## src/rtl/up_bus_arb_if.sv

```systemverilog
// Bundle between the requesters, the up_bus_arb arbiter and the downstream local bus.
// The master modport is the arbiter's view. The slave modport is the environment's view.
interface up_bus_arb_if #(
  parameter int NREQ   = 2,
  parameter int G_CPUA = 30,
  parameter int G_CPUW = 32
);
  logic [NREQ-1:0]        req_upen;
  logic [NREQ-1:0]        req_rnw;
  logic [NREQ*G_CPUA-1:0] req_upa;
  logic [NREQ*G_CPUW-1:0] req_updi;
  logic [G_CPUW-1:0]      req_updo;
  logic [NREQ-1:0]        req_uprdy;
  logic [NREQ-1:0]        req_uperr;
  logic [G_CPUA-1:0]      upa;
  logic [G_CPUW-1:0]      updi;
  logic                   upen;
  logic                   upws;
  logic                   uprs;
  logic [G_CPUW-1:0]      updo;
  logic                   uprdy;
  logic [NREQ-1:0]        gnt;

  modport master (
    input  req_upen, req_rnw, req_upa, req_updi, updo, uprdy,
    output req_updo, req_uprdy, req_uperr, upa, updi, upen, upws, uprs, gnt
  );

  modport slave (
    output req_upen, req_rnw, req_upa, req_updi, updo, uprdy,
    input  req_updo, req_uprdy, req_uperr, upa, updi, upen, upws, uprs, gnt
  );
endinterface

```

## src/rtl/up_bus_arb.sv

```systemverilog
// Round-robin arbiter that lets NREQ requesters share one local bus.
// A transaction that the bus does not complete is ended by a timeout, and the requester gets an error.
module up_bus_arb #(
  parameter int                NREQ      = 2,
  parameter int                G_CPUA    = 30,
  parameter int                G_CPUW    = 32,
  parameter int                TOUT_W    = 8,
  parameter logic [G_CPUW-1:0] TIMEOUT_D = 32'hCAFE_CAFE
) (
  input logic          clk,
  input logic          rst_n,
  up_bus_arb_if.master bus
);
  localparam int IW = (NREQ > 1) ? $clog2(NREQ) : 1;
  localparam logic [TOUT_W-1:0] TCNT_ONE  = {{(TOUT_W-1){1'b0}}, 1'b1};
  localparam logic [TOUT_W-1:0] TCNT_LAST = {TOUT_W{1'b1}};

  typedef enum logic [1:0] {
    S_IDLE    = 2'd0,
    S_ACCESS  = 2'd1,
    S_RELEASE = 2'd2
  } state_t;

  state_t            r_state;
  state_t            w_state_nxt;
  logic [IW-1:0]     r_last;
  logic [IW-1:0]     r_gidx;
  logic [IW-1:0]     w_win;
  logic              w_any;
  logic              w_grant;
  logic              w_done;
  logic              w_tout;
  logic [TOUT_W-1:0] r_tcnt;
  logic              r_upen;
  logic              r_upws;
  logic              r_uprs;
  logic [NREQ-1:0]   r_gnt;
  logic [NREQ-1:0]   r_req_uprdy;
  logic [NREQ-1:0]   r_req_uperr;
  logic [G_CPUW-1:0] r_req_updo;

  function automatic logic [NREQ-1:0] onehot(input logic [IW-1:0] idx);
    onehot = {{(NREQ-1){1'b0}}, 1'b1} << idx;
  endfunction

  // Round-robin search: walk downward so that the nearest offset after r_last is assigned last and wins
  always_comb begin
    int k;
    w_any = 1'b0;
    w_win = r_last;
    for (int s = NREQ; s >= 1; s--) begin
      k     = (int'(r_last) + s) % NREQ;
      w_win = bus.req_upen[IW'(k)] ? IW'(k) : w_win;
      w_any = w_any | bus.req_upen[IW'(k)];
    end
  end

  // Next-state logic; a downstream ready takes priority over a timeout in the same cycle
  always_comb begin
    w_state_nxt = r_state;
    w_grant     = 1'b0;
    w_done      = 1'b0;
    w_tout      = 1'b0;
    case (r_state)
      S_IDLE: begin
        if (w_any) begin
          w_state_nxt = S_ACCESS;
          w_grant     = 1'b1;
        end else begin
          w_state_nxt = S_IDLE;
        end
      end
      S_ACCESS: begin
        if (bus.uprdy) begin
          w_state_nxt = S_RELEASE;
          w_done      = 1'b1;
        end else if (r_tcnt == TCNT_LAST) begin
          w_state_nxt = S_RELEASE;
          w_done      = 1'b1;
          w_tout      = 1'b1;
        end else begin
          w_state_nxt = S_ACCESS;
        end
      end
      S_RELEASE: w_state_nxt = S_IDLE;
      default:   w_state_nxt = S_IDLE;
    endcase
  end

  // State register
  always_ff @(posedge clk) begin
    if (!rst_n) begin
      r_state <= S_IDLE;
    end else begin
      r_state <= w_state_nxt;
    end
  end

  // Grant bookkeeping, timeout counter and registered bus/requester outputs
  always_ff @(posedge clk) begin
    if (!rst_n) begin
      r_last      <= IW'(NREQ - 1);
      r_gidx      <= {IW{1'b0}};
      r_tcnt      <= {TOUT_W{1'b0}};
      r_upen      <= 1'b0;
      r_upws      <= 1'b0;
      r_uprs      <= 1'b0;
      r_gnt       <= {NREQ{1'b0}};
      r_req_uprdy <= {NREQ{1'b0}};
      r_req_uperr <= {NREQ{1'b0}};
      r_req_updo  <= {G_CPUW{1'b0}};
    end else begin
      r_upws      <= 1'b0;
      r_uprs      <= 1'b0;
      r_req_uprdy <= {NREQ{1'b0}};
      r_req_uperr <= {NREQ{1'b0}};
      if (w_grant) begin
        r_last <= w_win;
        r_gidx <= w_win;
        r_gnt  <= onehot(w_win);
        r_upen <= 1'b1;
        r_upws <= ~bus.req_rnw[w_win];
        r_uprs <= bus.req_rnw[w_win];
        r_tcnt <= {TOUT_W{1'b0}};
      end else if (w_done) begin
        r_upen      <= 1'b0;
        r_gnt       <= {NREQ{1'b0}};
        r_req_uprdy <= onehot(r_gidx);
        r_req_uperr <= w_tout ? onehot(r_gidx) : {NREQ{1'b0}};
        r_req_updo  <= w_tout ? TIMEOUT_D : bus.updo;
      end else if (r_state == S_ACCESS) begin
        r_tcnt <= r_tcnt + TCNT_ONE;
      end else begin
        r_tcnt <= r_tcnt;
      end
    end
  end

  assign bus.upen      = r_upen;
  assign bus.upws      = r_upws;
  assign bus.uprs      = r_uprs;
  assign bus.gnt       = r_gnt;
  assign bus.req_uprdy = r_req_uprdy;
  assign bus.req_uperr = r_req_uperr;
  assign bus.req_updo  = r_req_updo;
  assign bus.upa       = bus.req_upa[int'(r_gidx)*G_CPUA +: G_CPUA];
  assign bus.updi      = bus.req_updi[int'(r_gidx)*G_CPUW +: G_CPUW];
endmodule
```

## src/flat_wrapper.sv

```systemverilog
// flat-port wrapper written by rule: the top's interface ports become plain ports
module up_bus_arb_flat 
#(
  parameter int                NREQ      = 2,
  parameter int                G_CPUA    = 30,
  parameter int                G_CPUW    = 32,
  parameter int                TOUT_W    = 8,
  parameter logic [G_CPUW-1:0] TIMEOUT_D = 32'hCAFE_CAFE
)
  (clk, rst_n, bus_req_upen, bus_req_rnw, bus_req_upa, bus_req_updi, bus_updo, bus_uprdy, bus_req_updo, bus_req_uprdy, bus_req_uperr, bus_upa, bus_updi, bus_upen, bus_upws, bus_uprs, bus_gnt);
  up_bus_arb_if #(.NREQ(NREQ), .G_CPUA(G_CPUA), .G_CPUW(G_CPUW)) bus_i ();
  input logic clk;
  input logic rst_n;
  input wire logic [$bits(bus_i.req_upen)-1:0] bus_req_upen;
  input wire logic [$bits(bus_i.req_rnw)-1:0] bus_req_rnw;
  input wire logic [$bits(bus_i.req_upa)-1:0] bus_req_upa;
  input wire logic [$bits(bus_i.req_updi)-1:0] bus_req_updi;
  input wire logic [$bits(bus_i.updo)-1:0] bus_updo;
  input wire logic [$bits(bus_i.uprdy)-1:0] bus_uprdy;
  output wire logic [$bits(bus_i.req_updo)-1:0] bus_req_updo;
  output wire logic [$bits(bus_i.req_uprdy)-1:0] bus_req_uprdy;
  output wire logic [$bits(bus_i.req_uperr)-1:0] bus_req_uperr;
  output wire logic [$bits(bus_i.upa)-1:0] bus_upa;
  output wire logic [$bits(bus_i.updi)-1:0] bus_updi;
  output wire logic [$bits(bus_i.upen)-1:0] bus_upen;
  output wire logic [$bits(bus_i.upws)-1:0] bus_upws;
  output wire logic [$bits(bus_i.uprs)-1:0] bus_uprs;
  output wire logic [$bits(bus_i.gnt)-1:0] bus_gnt;
  assign bus_i.req_upen = bus_req_upen;
  assign bus_i.req_rnw = bus_req_rnw;
  assign bus_i.req_upa = bus_req_upa;
  assign bus_i.req_updi = bus_req_updi;
  assign bus_i.updo = bus_updo;
  assign bus_i.uprdy = bus_uprdy;
  assign bus_req_updo = bus_i.req_updo;
  assign bus_req_uprdy = bus_i.req_uprdy;
  assign bus_req_uperr = bus_i.req_uperr;
  assign bus_upa = bus_i.upa;
  assign bus_updi = bus_i.updi;
  assign bus_upen = bus_i.upen;
  assign bus_upws = bus_i.upws;
  assign bus_uprs = bus_i.uprs;
  assign bus_gnt = bus_i.gnt;
  up_bus_arb #(.NREQ(NREQ), .G_CPUA(G_CPUA), .G_CPUW(G_CPUW), .TOUT_W(TOUT_W), .TIMEOUT_D(TIMEOUT_D)) u_core (.clk(clk), .rst_n(rst_n), .bus(bus_i));
endmodule
```

## config.mk

```make
export PLATFORM = sky130hd
export DESIGN_NAME = up_bus_arb_flat
export DESIGN_NICKNAME = d
export VERILOG_FILES = /design/src/rtl/up_bus_arb_if.sv /design/src/rtl/up_bus_arb.sv /design/src/flat_wrapper.sv
export SDC_FILE = /design/constraint.sdc
export NUM_CORES = 1
export LEC_CHECK = 0
export ABC_AREA = 1
export BUFFER_PORTS_ARGS = -buffer_cell sky130_fd_sc_hd__buf_2
export CAP_MARGIN = 10
export CORE_AREA = 4 4 102 104
export CTS_BUF_LIST = sky130_fd_sc_hd__clkbuf_2
export DETAILED_ROUTE_END_ITERATION = 12
export DIE_AREA = 0 0 106 108
export PLACE_DENSITY = 0.7
export SETUP_SLACK_MARGIN = 0.2
export SLEW_MARGIN = 5
export SYNTH_ARGS = -nofsm -noshare
export SYNTH_HDL_FRONTEND = slang
export SYNTH_SLANG_ARGS = --single-unit
```

## constraint.sdc

```tcl
create_clock -name clk -period 1.64 [get_ports clk]
set_input_delay 0.492 -clock clk [delete_from_list [all_inputs] [get_ports clk]]
set_output_delay 0.492 -clock clk [all_outputs]
set_load 0.01 [all_outputs]
```

==> impl_metrics.json, run 1 <==
{
  "globalRouteOverflowTotal": 0,
  "violations": "negative setup slack",
  "period_share_pct": 118,
  "synthMuxAreaShare_pct": 0,
  "synth_edf_count": 0,
  "synth_compound_area_share_pct": 14.7,
  "rsz0062_at_grt": "true",
  "synth_most_common_cell": "nand2_1",
  "yosys.area.top_type": "dfxtp_1",
  "cts_root_buffer": "clkbuf_2",
  "yosys-top-cells-area": "dfxtp_1 38%, nand2_1 33%, a21oi_2 5.9%",
  "worstPathArrival_ps": 1450,
  "leakage_nw": 2.87,
  "syn_inst": 456,
  "ff2ff_path_depth": 9,
  "hold_buffers": 0,
  "via_per_inst": 4.43,
  "diodes": 0,
  "cpPeakStageDelay_ps": 440,
  "portBuffers": 264,
  "crit_chain": "buf_12 > clkbuf_16 > nand2_1 > nand2_1 > buf_2",
  "path_common_cell": "nand2_1",
  "worstMarginPinSlew_ps": 311,
  "status": "complete, but fails checks",
  "finalWorstSetupSlack_ps": -303,
  "hold_viol": 0,
  "drtAntennaViolNets": 0,
  "dp.cells": 842,
  "drt-pass1-iter-count": 4,
  "wl_per_cell_um": 14.3,
  "setup_viol": 62,
  "grt_use_total_pct": 18.3,
  "antenna_found_initial": 0,
  "ys_types": 24,
  "synth-async-reset-ratio_pct": 0,
  "die_y_um": 108,
  "grt_pass1_wl_um": 16800,
  "fin_cells": 874,
  "fmax_mhz": 515,
  "ys_ff_latch": 53,
  "endpoint_kind": "output pin",
  "r2r-end": "u_core.bus.req_updo[12]",
  "grt_pass1_vias": 3418,
  "syn2layout_area_growth_pct": 93.0,
  "hp-start": "bus_updo[26]",
  "synth_fa_ha_area_share_pct": 0.444,
  "maxSlewHeadroom_pct": 79.1,
  "worst-r2r-setup-slack_ps": 220,
  "cp_max_fo": 8,
  "drc": 0,
  "syn_nets": 620,
  "synth_area_um2": 2820,
  "cpMaxStageDelayCell": "dfxtp_4",
  "num_io_pins": 266,
  "drv_cap": 0,
  "core_area_um2": 9550,
  "crit_required_ps": 1150,
  "period_needed_ps": 1940,
  "reg2reg_from": "u_core.r_tcnt[1]",
  "synth_flop_cell": "dfxtp_1",
  "grt_max_degree": 34,
  "clkLatencyLatePin_ps": 440,
  "synth-simple-area-share_pct": 37.2,
  "final-max-slew-violation-count": 0,
  "cts_buffers": 5,
  "finalPower_mw": 3.26,
  "drt-initial-drc-count": 313,
  "irDropWorstVdd_mv": 0.555,
  "ys_seq_area_share_pct": 37.7,
  "fillers": 899,
  "drive_gt1_share_pct": 57.5,
  "skew_ps": 20.9,
  "min_path_type": "primary input to flop",
  "start_util_pct": 29.5,
  "synth_warnings": 0,
  "synth_common_cells": "245 x nand2_1, 53 x dfxtp_1, 32 x inv_1",
  "dp_hpwl_um": 8720,
  "vias": 3874,
  "setup.worst_path.class": "flop to output pin",
  "gp_congestion": 0.802,
  "cts_sinks": 53,
  "cts_tree": "built",
  "clock_path_buffers": 2,
  "hold_end": "u_core.bus.req_updo[26]",
  "avgSynthCellArea_um2": 6.17,
  "netlist.area_leader.share_pct": 37.7,
  "cts_max_level": 2,
  "rows": 36,
  "drt-total-wl_um": 12500,
  "die_x_um": 106,
  "die_area_um2": 11400,
  "synth-xor-area-share_pct": 1.24,
  "nets": 904,
  "pwr_density_cell_nw_per_um2": 601,
  "hold_depth": 3,
  "path_clk_slew_ps": 260,
  "startpoint_type": "flop",
  "synth_top_family_by_area": "simple AND/OR/NAND/NOR gates"
}
## worst max-delay path, delay by kind of cell, from the launching register on
family,cells,cell delay [ps]
DFF,1,440
buffers and inverters,3,440
and+or+nand+nor,2,120
## power by group
| part | total (mW) | internal (mW) | switching, mW | leakage, nW |
|---|---|---|---|---|
| logic | 1.19 | 0.606 | 0.586 | 2.38 |
| clock network | 0.658 | 0.259 | 0.399 | 0.0406 |
| registers | 1.41 | 1.36 | 0.0485 | 0.449 |
| total | 3.26 | 2.23 | 1.03 | 2.87 |
## flip-flops by register name, summed over array words and instances, names as in the netlist
name                  flops
u_core.bus.req_updo      32
u_core.r_tcnt             8
u_core.bus.gnt            2
u_core.bus.req_uperr      2
u_core.bus.req_uprdy      2
u_core.r_state            2
u_core.bus.upen           1
u_core.bus.uprs           1
u_core.bus.upws           1
u_core.r_gidx             1
u_core.r_last             1
## cell usage in the layout (no fill, tap or decap), types with 2 or more instances in the layout
master	Yosys	final
o21ai_0	25	21
inv_1	32	31
dfxtp_1	53	15
nand3b_1	2	2
buf_4	0	19
a21oi_2	19	30
o21ai_1	1	5
buf_2	1	215
nor3_1	3	2
xor2_1	3	3
buf_16	0	3
nand3_1	6	5
clkinv_1	1	2
dfxtp_2	0	37
clkbuf_2	0	6
buf_6	3	50
clkbuf_16	0	7
nand2_1	245	205
a21oi_1	22	11
nand2_4	0	16
nor2_4	0	2
nor2_1	10	9
nor2_2	3	2
buf_12	0	7
inv_2	2	2
nand2_2	0	23
## routing by layer
metal	GRT usage (%)	vias to the layer above	routed length, um
met2	32.3	185	6180
met3	5.79	24	1160
met4	4.81	0	276
met1	21.6	1690	4910
met5	0	-	0
li1	-	1975	-
## worst max-delay path by stage
stage                     start                 endpoint  slack [ps]  depth (start not counted)
2_1_floorplan     u_core.r_gidx              bus_upa[16]         140                          4
3_3_place_gp   u_core.r_tcnt[0]  u_core.bus.req_updo[13]          80                          9
3_5_place_dp   u_core.r_tcnt[0]  u_core.bus.req_updo[28]          40                          9
4_1_cts           u_core.r_gidx              bus_upa[21]        -380                          5
5_1_grt           u_core.r_gidx              bus_upa[17]        -400                          5
6_report          u_core.r_gidx              bus_upa[12]        -300                          5
## repair_timing
item | CTS | global route
pin swaps | 3 | 27
gates cloned | 3 | 8
endpoints found under the setup margin | 145 | 131
resized for setup | 100 | 86
setup buffers | 5 | 8
## area by class of cell
type | count | area, um2 | share of cell area, %
sequential | 53 | 1110 | 20.4
clock inverter | 2 | 33.8 | 0.622
inverter | 35 | 134 | 2.46
clock buffer | 6 | 30.0 | 0.553
timing repair buffer | 301 | 2180 | 40.1
multi-input combinational | 344 | 1780 | 32.7
tap | 133 | 166 | 3.06
## cell families after synthesis
kind of cell             Yosys count
flip-flops                        53
XOR/XNOR                           4
adder cells (fa/ha/maj)            1
AND/OR/NAND/NOR                  271
buffers and inverters             59
AO/OA/AOI/OAI                     68
## per-stage QoR
step	setup TNS (ps)	worst slack, ps	area (um2)	hold WS, ps	utilization, %
after detailed placement	0	42.8	4350	435	45.6
after global routing	-23260	-405	5430	224	56.9
after global placement	0	75.8	4350	437	45.6
after CTS	-21220	-379	4880	250	51.1
final	-17140	-303	5430	263	56.9
after floorplan	0	140	2830	459	-
Note: power is estimated with default switching activity, not from simulation.
==> run 2: changes to the inputs <==
--- a/config.mk
+++ b/config.mk
@@ -8,11 +8,11 @@
 export ABC_AREA = 1
 export BUFFER_PORTS_ARGS = -buffer_cell sky130_fd_sc_hd__buf_2
 export CAP_MARGIN = 10
-export CORE_AREA = 4 4 102 104
+export CORE_AREA = 2 2 103 105
 export CTS_BUF_LIST = sky130_fd_sc_hd__clkbuf_2
 export DETAILED_ROUTE_END_ITERATION = 12
-export DIE_AREA = 0 0 106 108
-export PLACE_DENSITY = 0.7
+export DIE_AREA = 0 0 105 107
+export PLACE_DENSITY = 0.67
 export SETUP_SLACK_MARGIN = 0.2
 export SLEW_MARGIN = 5
 export SYNTH_ARGS = -nofsm -noshare
==> run 2 against run 1 <==
Net effect: worst setup slack lost 45 ps; flip-flop and latch count is the same; the flow still finishes with violations (negative setup slack); final cell count down 0.23%; fmax down 2.2%; clock-buffer cell count down 1; critical path type unchanged; wire length shrank 1.5%; core utilization down 4.9 points; via count is 0.90% lower; cell area is 3.5% lower; non-clock buffer count down 6; worst hold slack worse by 11 ps.
==> impl_metrics.json, run 2 (synthesis results as in run 1) <==
{
  "die_area_um2": 11200,
  "grt_use_total_pct": 18.1,
  "core_area_um2": 10100,
  "crit_required_ps": 1150,
  "setup_viol": 62,
  "vias": 3839,
  "drv_cap": 0,
  "clock_path_buffers": 2,
  "final_util_pct": 52.0,
  "path_clk_slew_ps": 300,
  "via_per_inst": 4.40,
  "drive_gt1_share_pct": 55.3,
  "area.sequential_um2": 1140,
  "maxSlewHeadroom_pct": 78.3,
  "hold_viol": 0,
  "r2r-end": "u_core.bus.req_updo[16]",
  "num_io_pins": 266,
  "pwr_density_cell_nw_per_um2": 585,
  "cts_tree": "built",
  "fmax_mhz": 503,
  "violations": "negative setup slack",
  "hp-start": "bus_updo[0]",
  "setup.worst_path.class": "flop to output pin",
  "skew_ps": 40.6,
  "hold_depth": 3,
  "gp_congestion": 0.803,
  "cts_buffers": 5,
  "die_x_um": 105,
  "finalWorstSetupSlack_ps": -348,
  "final_common_cell": "nand2_1",
  "dp_hpwl_um": 8190,
  "rows": 37,
  "diodes": 0,
  "worstPathArrival_ps": 1500,
  "drt-initial-drc-count": 327,
  "rsz0062_at_grt": "true",
  "antenna_found_initial": 0,
  "grt_max_degree": 48,
  "cts_root_buffer": "clkbuf_2",
  "cpMaxStageDelayCell": "dfxtp_4",
  "leakage_nw": 2.74,
  "dp_slack_ps": 187,
  "multiInputGateArea_um2": 1740,
  "grt_pass1_vias": 3353,
  "endpoint_kind": "output pin",
  "min_path_type": "primary input to flop",
  "reg2reg_from": "u_core.r_tcnt[1]",
  "clkLatencyLatePin_ps": 460,
  "start_util_pct": 27.9,
  "nets": 899,
  "layout_common_cells": "230 x nand2_1, 225 x buf_2, 43 x buf_6, 35 x dfxtp_2",
  "cp_max_fo": 11,
  "cts_sinks": 53,
  "drt-pass1-iter-count": 6,
  "final_area_um2": 5250,
  "crit_chain": "inv_6 > buf_6 > nand2_1 > nand2_1 > buf_2",
  "worstMarginPinSlew_ps": 322,
  "cp_num_buf_inv": 3,
  "fillers": 970,
  "cpPeakStageDelay_ps": 460,
  "startpoint_type": "flop",
  "ff2ff_path_depth": 9,
  "critPathTopFamily": "flip-flops",
  "finalPower_mw": 3.07,
  "grt_pass1_wl_um": 16600,
  "syn2layout_area_growth_pct": 86.4,
  "wl_per_cell_um": 14.1,
  "hold_buffers": 0,
  "drtAntennaViolNets": 0,
  "irDropWorstVdd_mv": 0.443,
  "drt-total-wl_um": 12300,
  "drc": 0,
  "globalRouteOverflowTotal": 0,
  "cts_max_level": 2,
  "largest_reg_flops": 32,
  "portBuffers": 264,
  "period_share_pct": 121,
  "die_y_um": 107,
  "final-max-slew-violation-count": 0,
  "post_dp_cell_area_um2": 4350,
  "hold_end": "u_core.bus.req_updo[0]",
  "status": "complete, but fails checks",
  "worst-r2r-setup-slack_ps": 220,
  "period_needed_ps": 1990,
  "path_common_cell": "nand2_1"
}
[run 2: cell types whose count changed in the layout (fill, tap and decap cells not counted), moves of 2 or more]
| cell | delta |
|---|---|
| a21oi_1 | -4 |
| a21oi_4 | +3 |
| buf_16 | -3 |
| buf_2 | +10 |
| buf_4 | -5 |
| buf_6 | -7 |
| dfxtp_1 | -6 |
| dfxtp_2 | -2 |
| dfxtp_4 | +8 |
| nand2_1 | +25 |
| nand2_2 | -22 |
| nand2_4 | -3 |
[run 2: per-layer routing]
layer  up-vias  routed length (um)  global-route usage [%]
li1       1960                   -                       -
met1      1683                5060                    22.9
met2       181                6080                    30.7
met3        15                1020                    4.50
met4         0                 172                    4.57
met5         -                   0                       0
[run 2: stage by stage]
stage / hold WS (ps) / setup TNS [ps] / instances
6_report: 251 / -18630 / 872
5_1_grt: 211 / -25250 / 872
4_1_cts: 227 / -19810 / 852
3_5_place_dp: 436 / 0 / 844
3_3_place_gp: 433 / 0 / 844
2_1_floorplan: 459 / 0 / 456
[run 2: final cells by class]
cell class                      count  share of cell area [%]
Inverter                           35                    2.67
Timing Repair inverter              1                  0.0954
Timing Repair Buffer              295                    38.3
Clock inverter                      3                   0.334
Sequential cell                    53                    21.7
Tap cell                          136                    3.24
Clock buffer                        5                   0.477
Multi-Input combinational cell    344                    33.2
[run 2: power by group]
group | internal [mW] | total [mW] | switching (mW)
clock | 0.101 | 0.540 | 0.439
combinational | 0.547 | 1.12 | 0.571
sequential | 1.36 | 1.41 | 0.0548
total | 2.01 | 3.07 | 1.06
[run 2: what timing repair did]
item / in CTS / in global routing
endpoints found under the hold margin: 0 / 0
gates resized for setup: 71 / 86
endpoints found under the setup margin: 148 / 150
pin swaps: 3 / 19
buffers inserted: 0 / 9
gates cloned: 0 / 11
[run 2: worst max path at each step]
stage,depth (start not counted),endpoint,slack (ps),startpoint
6_report,5,bus_updi[17],-350,u_core.r_gidx
3_3_place_gp,9,u_core.bus.gnt[1],190,u_core.r_tcnt[1]
2_1_floorplan,4,bus_upa[16],140,u_core.r_gidx
3_5_place_dp,9,u_core.bus.gnt[1],190,u_core.r_tcnt[1]
5_1_grt,5,bus_updi[17],-440,u_core.r_gidx
4_1_cts,5,bus_upa[23],-370,u_core.r_gidx
[run 2: worst register-to-register path, stage by stage, from the launching register on]
cell and delay, ps:
dfxtp_4 430, ha_4 150, nand2_4 60, nor2_4 100, nand2_2 80, nand2_4 100
nand2_8 110, buf_12 180, nand2_4 70, a21oi_2 50
==> run 3: changes to the inputs <==
--- a/config.mk
+++ b/config.mk
@@ -12,7 +12,7 @@
 export CTS_BUF_LIST = sky130_fd_sc_hd__clkbuf_2
 export DETAILED_ROUTE_END_ITERATION = 12
 export DIE_AREA = 0 0 105 107
-export PLACE_DENSITY = 0.67
+export PLACE_DENSITY = 0.71
 export SETUP_SLACK_MARGIN = 0.2
 export SLEW_MARGIN = 5
 export SYNTH_ARGS = -nofsm -noshare
==> run 3 against run 2 <==
Net effect: the run still ends with negative setup slack left; clock power about the same; critical path depth stayed put; wire length shrank 1.9%; fmax grew 3.8%; total power is 1.6% higher; core utilization increased by 0.37 points; non-clock buffer count grew 7; worst hold slack better by 25 ps; worst setup slack better by 73 ps; sequential share of layout area decreased by 0.56 points; critical path type unchanged.
==> impl_metrics.json, run 3 (synthesis results as in run 1) <==
{
  "power_frac_comb_pct": 37.1,
  "gp_congestion": 0.811,
  "clkPwrFrac_pct": 17.4,
  "die_area_um2": 11200,
  "leakage_nw": 2.76,
  "maxSlewHeadroom_pct": 81.5,
  "syn2layout_area_growth_pct": 87.7,
  "worstPathArrival_ps": 1420,
  "fmax_mhz": 522,
  "drc": 0,
  "portBuffers": 264,
  "dp_hpwl_um": 8430,
  "final_area_um2": 5280,
  "largest_reg_flops": 32,
  "power_switching_mw": 1.03,
  "pwr_density_cell_nw_per_um2": 590,
  "via_per_inst": 4.37,
  "wl_per_cell_um": 13.8,
  "grt_use_total_pct": 19.3,
  "drt-pass1-iter-count": 4,
  "cts_root_buffer": "clkbuf_2",
  "hold_viol": 0,
  "drtAntennaViolNets": 0,
  "highest_layer": "met4",
  "num_io_pins": 266,
  "nets": 905,
  "post_dp_cell_area_um2": 4360,
  "violations": "negative setup slack",
  "cts_tree": "built",
  "status": "complete, but fails checks",
  "hold_ws_ps": 276,
  "die_y_um": 107,
  "grt_max_degree": 27,
  "power_frac_seq_pct": 45.5,
  "core_area_um2": 10100,
  "rows": 37,
  "globalRouteOverflowTotal": 0,
  "cts_max_level": 2,
  "cp_max_fo": 5,
  "startpoint_type": "flop",
  "route.met3.wl_um": 1080,
  "start_util_pct": 27.9,
  "setup_viol": 62,
  "antenna_found_initial": 0,
  "drv_cap": 0,
  "layout_common_cells": "224 x nand2_1, 211 x buf_2, 55 x buf_6, 42 x dfxtp_2, 31 x inv_1",
  "vias": 3841,
  "grt_pass1_wl_um": 17400,
  "drt-total-wl_um": 12100,
  "swShare_pct": 33.2,
  "skew_ps": 16.9,
  "irDropWorstVdd_mv": 0.560,
  "period_share_pct": 117,
  "met2_length_um": 5960,
  "min_path_type": "primary input to flop",
  "setup.worst_path.class": "flop to output pin",
  "endpoint_kind": "output pin",
  "worstMarginPinSlew_ps": 278,
  "cts_sinks": 53,
  "dp.cells": 845,
  "path_clk_slew_ps": 260,
  "fin_cells": 878,
  "dp_slack_ps": 132,
  "finalWorstSetupSlack_ps": -275,
  "cts_buffers": 5,
  "finalPower_mw": 3.12,
  "drt-initial-drc-count": 264,
  "diodes": 0,
  "clkLatencyLatePin_ps": 430,
  "final-max-slew-violation-count": 0,
  "rsz0062_at_grt": "true",
  "grt_pass1_vias": 3411,
  "met1_length_um": 4920,
  "final_common_cell": "nand2_1",
  "period_needed_ps": 1920,
  "clock_path_buffers": 2,
  "die_x_um": 105,
  "crit_required_ps": 1150,
  "drive_gt1_share_pct": 54.4,
  "intPower_mw": 2.08
}
[run 3: power groups by stage]
stage | clock network, mW | logic, mW | registers, mW
5_1_grt | 0.607 | 1.26 | 1.43
3_3_place_gp | 0 | 0.900 | 1.41
3_5_place_dp | 0 | 0.907 | 1.41
2_1_floorplan | 0 | 0.398 | 1.44
6_report | 0.542 | 1.16 | 1.42
4_1_cts | 0.557 | 1.09 | 1.41
[run 3: metal layers]
metal,up-vias,GRT usage [%]
met5,-,0
met4,0,4.38
met3,11,4.56
met2,167,34.1
met1,1695,23.7
li1,1968,-
[run 3: worst paths after layout]
| kind | startpoint | endpoint | slack, ps | cells after the start |
|---|---|---|---|---|
| worst min register to register | u_core.bus.req_updo[25] | u_core.bus.req_updo[25] | 470 | 2 |
| worst max-delay path | u_core.r_gidx | bus_updi[2] | -280 | 5 |
| worst max register to register | u_core.r_tcnt[0] | u_core.bus.req_updo[24] | 270 | 9 |
| worst min-delay path | bus_updo[8] | u_core.bus.req_updo[8] | 280 | 3 |
[run 3: worst max-delay path, stage by stage (launching register included)]
cell and delay [ps]:
dfxtp_4 490, buf_12 150, clkbuf_16 150, nand2_2 50, nand2_1 50, buf_2 120
[run 3: layout make-up]
cell class              instances  area, um2
fillers                      1007       4810
repair buffers                302       2190
multi-input cells             344       1620
flip-flops and latches         53       1120
well taps                     136        170
inverters                      35        143
clock buffers                   6       30.0
clock inverters                 2       13.8
[run 3: what timing repair did]
action | in CTS | in global routing
pin swaps | 2 | 18
hold buffers | 0 | 0
gates resized for setup | 118 | 30
setup buffers | 9 | 7
gates cloned | 5 | 4
setup endpoints to repair | 147 | 143
[run 3: metrics by stage]
| stage | setup TNS [ps] | utilization (%) |
|---|---|---|
| floorplan | 0 | - |
| CTS | -16130 | 49.9 |
| global route | -20080 | 52.4 |
| finish | -14880 | 52.4 |
| global placement | 0 | 43.2 |
| detailed placement | 0 | 43.2 |
